==> src/rtl/updown_counter_param.sv <==
// Parametrised up/down event counter: programmable limits, saturate/wrap,
// variable step, synchronous load, limit pulse and sticky limit flags.
module updown_counter_param #(
    parameter int                WIDTH     = 8,
    parameter int                STEP_W    = 4,
    parameter int                EDGE_MODE = 0,
    parameter logic [WIDTH-1:0]  RESET_VAL = '0
) (
    input  logic              clk,
    input  logic              reset,
    input  logic              enable,
    input  logic              up,
    input  logic              down,
    input  logic [STEP_W-1:0] step,
    input  logic              wrap,
    input  logic              load,
    input  logic [WIDTH-1:0]  load_val,
    input  logic [WIDTH-1:0]  min_val,
    input  logic [WIDTH-1:0]  max_val,
    input  logic              clr_sticky,
    output logic [WIDTH-1:0]  out,
    output logic              at_max,
    output logic              at_min,
    output logic              cfg_err,
    output logic              limit_pulse,
    output logic              ovf_sticky,
    output logic              unf_sticky
);

    logic [WIDTH-1:0] out_q, out_d;
    logic             up_q, down_q;
    logic             pulse_q, pulse_d;
    logic             ovf_q, ovf_d;
    logic             unf_q, unf_d;
    logic             up_ev, dn_ev;
    logic             ovf_set, unf_set;
    logic [WIDTH:0]   sum_up;
    logic [WIDTH:0]   floor_dn;

    function automatic logic [WIDTH-1:0] clamp(input logic [WIDTH-1:0] v,
                                               input logic [WIDTH-1:0] lo,
                                               input logic [WIDTH-1:0] hi);
        if (v < lo) return lo;
        if (v > hi) return hi;
        return v;
    endfunction

    assign cfg_err = (min_val > max_val);

    always_comb begin
        up_ev    = (EDGE_MODE != 0) ? (up & ~up_q) : up;
        dn_ev    = (EDGE_MODE != 0) ? (down & ~down_q) : down;
        // One extra bit so sums past the top of the range are not lost
        sum_up   = {1'b0, out_q} + (WIDTH+1)'(step);
        floor_dn = {1'b0, min_val} + (WIDTH+1)'(step);
        out_d    = out_q;
        ovf_set  = 1'b0;
        unf_set  = 1'b0;
        if (!cfg_err) begin
            if (load) begin
                out_d = clamp(load_val, min_val, max_val);
            end else if (enable) begin
                if ((out_q < min_val) || (out_q > max_val)) begin
                    out_d = clamp(out_q, min_val, max_val);
                end else if ((up_ev ^ dn_ev) && (step != '0)) begin
                    if (up_ev) begin
                        if (sum_up <= {1'b0, max_val}) begin
                            out_d = sum_up[WIDTH-1:0];
                        end else begin
                            out_d   = wrap ? min_val : max_val;
                            ovf_set = 1'b1;
                        end
                    end else begin
                        if ({1'b0, out_q} >= floor_dn) begin
                            out_d = out_q - WIDTH'(step);
                        end else begin
                            out_d   = wrap ? max_val : min_val;
                            unf_set = 1'b1;
                        end
                    end
                end
            end
        end
        pulse_d = ovf_set | unf_set;
        // A new limit event outranks a same-cycle clear
        ovf_d   = ovf_set | (ovf_q & ~clr_sticky);
        unf_d   = unf_set | (unf_q & ~clr_sticky);
    end

    always_ff @(posedge clk) begin
        if (reset) begin
            out_q   <= RESET_VAL;
            pulse_q <= 1'b0;
            ovf_q   <= 1'b0;
            unf_q   <= 1'b0;
            up_q    <= 1'b0;
            down_q  <= 1'b0;
        end else begin
            out_q   <= out_d;
            pulse_q <= pulse_d;
            ovf_q   <= ovf_d;
            unf_q   <= unf_d;
            up_q    <= up;
            down_q  <= down;
        end
    end

    assign out         = out_q;
    assign at_max      = (out_q == max_val);
    assign at_min      = (out_q == min_val);
    assign limit_pulse = pulse_q;
    assign ovf_sticky  = ovf_q;
    assign unf_sticky  = unf_q;

endmodule

==> config.mk <==
export PLATFORM = sky130hd
export DESIGN_NAME = updown_counter_param
export DESIGN_NICKNAME = d
export VERILOG_FILES = /design/src/rtl/updown_counter_param.sv
export SDC_FILE = /design/constraint.sdc
export NUM_CORES = 1
export LEC_CHECK = 0
export CAP_MARGIN = 20
export CORE_ASPECT_RATIO = 1.2
export CORE_UTILIZATION = 55
export DETAILED_ROUTE_END_ITERATION = 7
export PLACE_DENSITY = 0.81
export SYNTH_ARGS = -nofsm -noshare
export SYNTH_HDL_FRONTEND = slang
export SYNTH_SLANG_ARGS = --single-unit
==> constraint.sdc <==
create_clock -name clk -period 9.4 [get_ports clk]
set_input_delay 1.88 -clock clk [delete_from_list [all_inputs] [get_ports clk]]
set_output_delay 1.88 -clock clk [all_outputs]
set_load 0.005 [all_outputs]
[Yosys cells after proc, flatten, opt, wreduce, memory -nomap -nowiden]
Cells that the tools add are included.
Word-level totals
  bits of input ports: 36
  output and inout bits: 14
  register bits: 11
  logic and storage cells: 80
Cells by class
  add/subtract/negate cells: 3
  mux-type cells: 49
  reductions and logical operators: 6
  magnitude comparators: 7
  equal/unequal tests: 3
  bitwise operators: 8
Operators by type and width (count)
  2-to-1 mux 8 bit: 17
  2-to-1 mux 1 bit: 32
  greater-than comparator 8 bit: 3
  adder 8 x 4 -> 9 bit: 2
  equality test 8 bit: 2
  < comparator 8 bit: 2
  >= comparator 8 x 9 -> 1 bit: 1
  <= comparator 9 x 8 -> 1 bit: 1
  subtractor 8 x 4 -> 8 bit: 1
  inequality test 4 x 2 -> 1 bit (second input constant): 1
  AND reduction 4 bit: 1
  nonzero test 4 bit: 1
  bitwise OR 1 bit: 3
  nonzero test 3 bit: 1
  AND 1 bit: 2
  inverter 1 bit: 2
  nonzero test 2 bit: 1
  logical AND 1 bit: 1
  logical OR 1 bit: 1
  XOR 1 bit: 1

[Logic depth before layout (Yosys ltp)]
  depth after elaboration: 16
  mapped depth: 15
  mapped depth without buffers: 15

[Worst setup path after synthesis]
Ideal clock, no wire load.
  path type: input to register
  start point: input port step[1]
  end point: register out_q[0] (netlist: out[0])
  setup time: 74 ps
  buffers on the path: 0
  required time: 9326 ps
  cell stages on the path: 14
  arrival time: 4900 ps
  setup slack: 4426 ps
  cells stage by stage: inv_1 ha_1 nor2b_1 nor2_1 o311a_1 or2_2 ha_1 nand3_2 a211oi_1 a2111oi_4 o21ai_4 mux2_4 a221o_1 a31oi_2
Between the ends
  longest elaborated chain between the ends: 8
  elaborated cells between the ends (all ways): 15
  classes of those cells: 2 x add/sub; 2 x order compare; 7 x mux; 4 x reduce/logical
Ends and longest elaborated chain
  start, declared: line 14  | input logic [STEP_W-1:0] step,
  adder 8 x 4 -> 9 bit, on equally long branches: line 55, 54
  >= comparator 8 x 9 -> 1 bit or <= comparator 9 x 8 -> 1 bit (tied branches): line 74, 67
  2-to-1 mux 8 bit, on equally long branches: line 74, 67
  2-to-1 mux 8 bit: line 66  | if (up_ev) begin
  2-to-1 mux 8 bit: line 65  | end else if ((up_ev ^ dn_ev) && (step != '0)) begin
  2-to-1 mux 8 bit: line 63  | if ((out_q < min_val) || (out_q > max_val)) begin
  2-to-1 mux 8 bit: line 62  | end else if (enable) begin
  2-to-1 mux 8 bit: line 60  | if (load) begin
  end signal, assigned: line 99  | out_q <= out_d;
  end, declared: line 30  | logic [WIDTH-1:0] out_q, out_d;
Parallel ways exist; a longest one is shown, timed or not. The select of a mux whose other input is x is not followed.
A chain may end at the register's enable or synchronous reset.

[Worst setup path after layout]
  start point: input port max_val[5]
  end point: output port cfg_err
Between the ends
  longest elaborated chain between the ends: 1
Ends and longest elaborated chain
  start, declared: line 19  | input logic [WIDTH-1:0] max_val,
  greater-than comparator 8 bit: line 48  | assign cfg_err = (min_val > max_val);
  end, declared: line 24  | output logic cfg_err,
No other way between the ends.

==> flow_metrics.env <==
export IMPL_run_status="completed"
export IMPL_synth_simple_area_share=0.177
export IMPL_worst_slack_ps=3460
export IMPL_diodes=0
export IMPL_dp_cells=514
export IMPL_ios=50
export IMPL_drtIter0Drc=342
export IMPL_area_growth_syn_to_layout_pct=18.4
export IMPL_drive_gt1_frac=0.0637
export IMPL_min_path_type="reg -> reg"
export IMPL_grt_pass1_wl_mm=17.5
export IMPL_die_height_um=85.7
export IMPL_cts_sinks=11
export IMPL_synth_compound_area_frac=0.336
export IMPL_start_kind="primary input"
export IMPL_finalHoldViolCount=0
export IMPL_post_cts_resized=0
export IMPL_arrival_ps=4060
export IMPL_final_util=0.675
export IMPL_relSlewSlack=0.252
export IMPL_final_cell_mix="67 x ha_1, 49 x clkdlybuf4s50_1, 32 x inv_1"
export IMPL_post_place_ws_ps=3260
export IMPL_seq_area_frac_synth=0.0686
export IMPL_start_util=0.570
export IMPL_synth_nets=518
export IMPL_clock_skew_ps=8.52
export IMPL_finalWeightedCongestion=1.07
export IMPL_fmaxAchievable_ghz=0.168
export IMPL_dr_pass1_iters=5
export IMPL_wire_per_inst_um=20.9
export IMPL_multiInputGateArea_um2=2810
export IMPL_yosys_area_share_xor_xnor=0.0355
export IMPL_cts_max_level=1
export IMPL_clkLatencyLatePin_ps=250
export IMPL_synthMuxAreaShare=0.0472
export IMPL_synth_top_family_by_area="compound AO/OA/AOI/OAI gates"
export IMPL_fin_setup_tns_ps=0
export IMPL_synth_seq_cells=11
export IMPL_synth_fa_ha_area_frac=0.280
export IMPL_finalSetupViolCount=0
export IMPL_tightest_slew_ps=1120
export IMPL_rr_startpoint="out[3]$_SDFFE_PP0P_"
export IMPL_yosysTopAreaCell="ha_1"
export IMPL_synthTopCellsByArea="ha_1 26%, dfxtp_1 6.9%, o21ai_0 4.2%"
export IMPL_nFillCells=496
export IMPL_placed_cell_area_um2=3730
export IMPL_post_route_period_util=0.632
export IMPL_power_density_nw_per_um2=120
export IMPL_nets=562
export IMPL_synthArstFlopShare=0
export IMPL_clk_pin_slew_ps=50
export IMPL_total_power_mw=0.457
export IMPL_rows=30
export IMPL_overflow=0
export IMPL_viasPerCell=6.93
export IMPL_hold_ws_ps=502
export IMPL_remaining_drc_errors=0
export IMPL_rsz0062_at_grt="no"
export IMPL_grt_pass1_vias=3512
export IMPL_layout_commonest_cell="ha_1"
export IMPL_yosys_most_used_dff="dfxtp_1"
export IMPL_synthCells=412
export IMPL_hpwl_mm=8.77
export IMPL_numCtsBuffers=3
export IMPL_track_usage=0.365
export IMPL_ys_warn_count=0
export IMPL_holdPathStages=2
export IMPL_synth_top_area_frac=0.261
export IMPL_cts_root_buf="clkbuf_8"
export IMPL_cts_setup_buffers=0
export IMPL_r2r_cells=13
export IMPL_worst_setup_path_type="in -> out"
export IMPL_die_area_um2=6150
export IMPL_hold_buffers=0
export IMPL_r2r_end="out[3]$_SDFFE_PP0P_"
export IMPL_syn_avg_cell_area_um2=7.79
export IMPL_regArea_um2=220
export IMPL_drt_wl_total_mm=10.8
export IMPL_period_minus_slack_ps=5940
export IMPL_syn_cell_area_um2=3210
export IMPL_core_region_area_um2=5630
export IMPL_dieWidth_um=71.7
export IMPL_r2r_slack_ps=5370
export IMPL_design_area_um2=3800
export IMPL_total_leakage_power_nw=1.60
export IMPL_synth_edff_count=0
export IMPL_end_kind="output pin"
export IMPL_drv_cap=0
export IMPL_required_ps=7520
export IMPL_num_vias=3597
export IMPL_clk_path_buf_depth=2
export IMPL_ant_nets=0
export IMPL_fin_cells=519
export IMPL_slew_violations=0
export IMPL_synth_cell_types=69
export IMPL_peakVddDrop_uv=97.7
export IMPL_grt_max_degree=28
export IMPL_cts_tree="done"
export IMPL_antenna_found_initial=0
export IMPL_port_buffers=49
export IMPL_holdPathEnd="unf_sticky$_SDFF_PP0_"
export IMPL_critPathMaxFanout=5
export IMPL_worstHoldStart="unf_sticky$_SDFF_PP0_"
worst max-delay path, stage by stage:
cell	delay [ps]
clkdlybuf4s50_1	580
inv_1	190
ha_1	310
nand3_1	130
nor3_1	70
a31oi_1	140
o31a_1	230
clkdlybuf4s50_1	520
flip-flops by register name (all words and copies together) (netlist names):
name         flops
limit_pulse      1
ovf_sticky       1
out              8
unf_sticky       1
layout make-up:
cell class,instances,share of cell area
Multi-Input combinational cell,356,0.739
Timing Repair Buffer,50,0.136
Sequential cell,11,0.0580
Tap cell,64,0.0211
Inverter,34,0.0336
Clock buffer,4,0.0119
cells by family (layout without fill, tap and decap cells):
logic type               Yosys count  in the layout
AO/OA/AOI/OAI                    147            147
AND/OR/NAND/NOR                  112            112
adder cells (fa/ha/maj)           70             70
buffers and inverters             45             88
multiplexers                      14             14
XOR/XNOR                          13             13
flip-flops                        11             11
cell usage after synthesis (2+ instances only):
cell type and n:
ha_1 67, inv_1 32, nand2_1 30, o21ai_0 27, a21oi_1 23, nor2_1 21, nand3_1 12, o211ai_1 12
a31oi_1 11, dfxtp_1 11, nor3_1 9, mux2i_1 8, nand4_1 8, a211oi_1 7, clkbuf_1 7, nor2b_1 7
o21a_1 7, o31ai_1 7, xnor2_1 7, o221ai_1 6, xor2_1 6, a21o_1 5, mux2_2 5, nand2b_1 5
or2_2 5, o21bai_1 4, o32ai_1 4, buf_4 3, fa_1 3, o2111ai_1 3, or3_1 3, a2111oi_2 2
a221o_1 2, a311o_1 2, a32oi_1 2, nand3b_1 2, o211a_1 2, o21ai_2 2, o22ai_1 2, o31a_1 2
report_power, final:
part           internal [mW]  switching, mW
sequential            0.0529         0.0207
combinational          0.143          0.189
clock                 0.0300         0.0207
total                  0.226          0.231
worst max-delay path by stage:
stage | startpoint | endpoint | slack [ps] | cells past startpoint
global placement | min_val[1] | out[3]$_SDFFE_PP0P_ | 3410 | 15
finish | max_val[5] | cfg_err | 3460 | 8
global route | min_val[0] | out[3]$_SDFFE_PP0P_ | 3240 | 16
floorplan | step[1] | out[0]$_SDFFE_PP0P_ | 4430 | 14
detailed placement | min_val[1] | out[3]$_SDFFE_PP0P_ | 3260 | 15
CTS | min_val[1] | out[3]$_SDFFE_PP0P_ | 3510 | 15
metal layers:
layer	vias up	part of all wire	GRT usage
met3	41	0.080	0.0259
met5	-	0	0
li1	1676	-	-
met1	1675	0.40	0.467
met4	0	0.039	0.157
met2	205	0.48	0.625
Power figures use the tool's default switching activity.
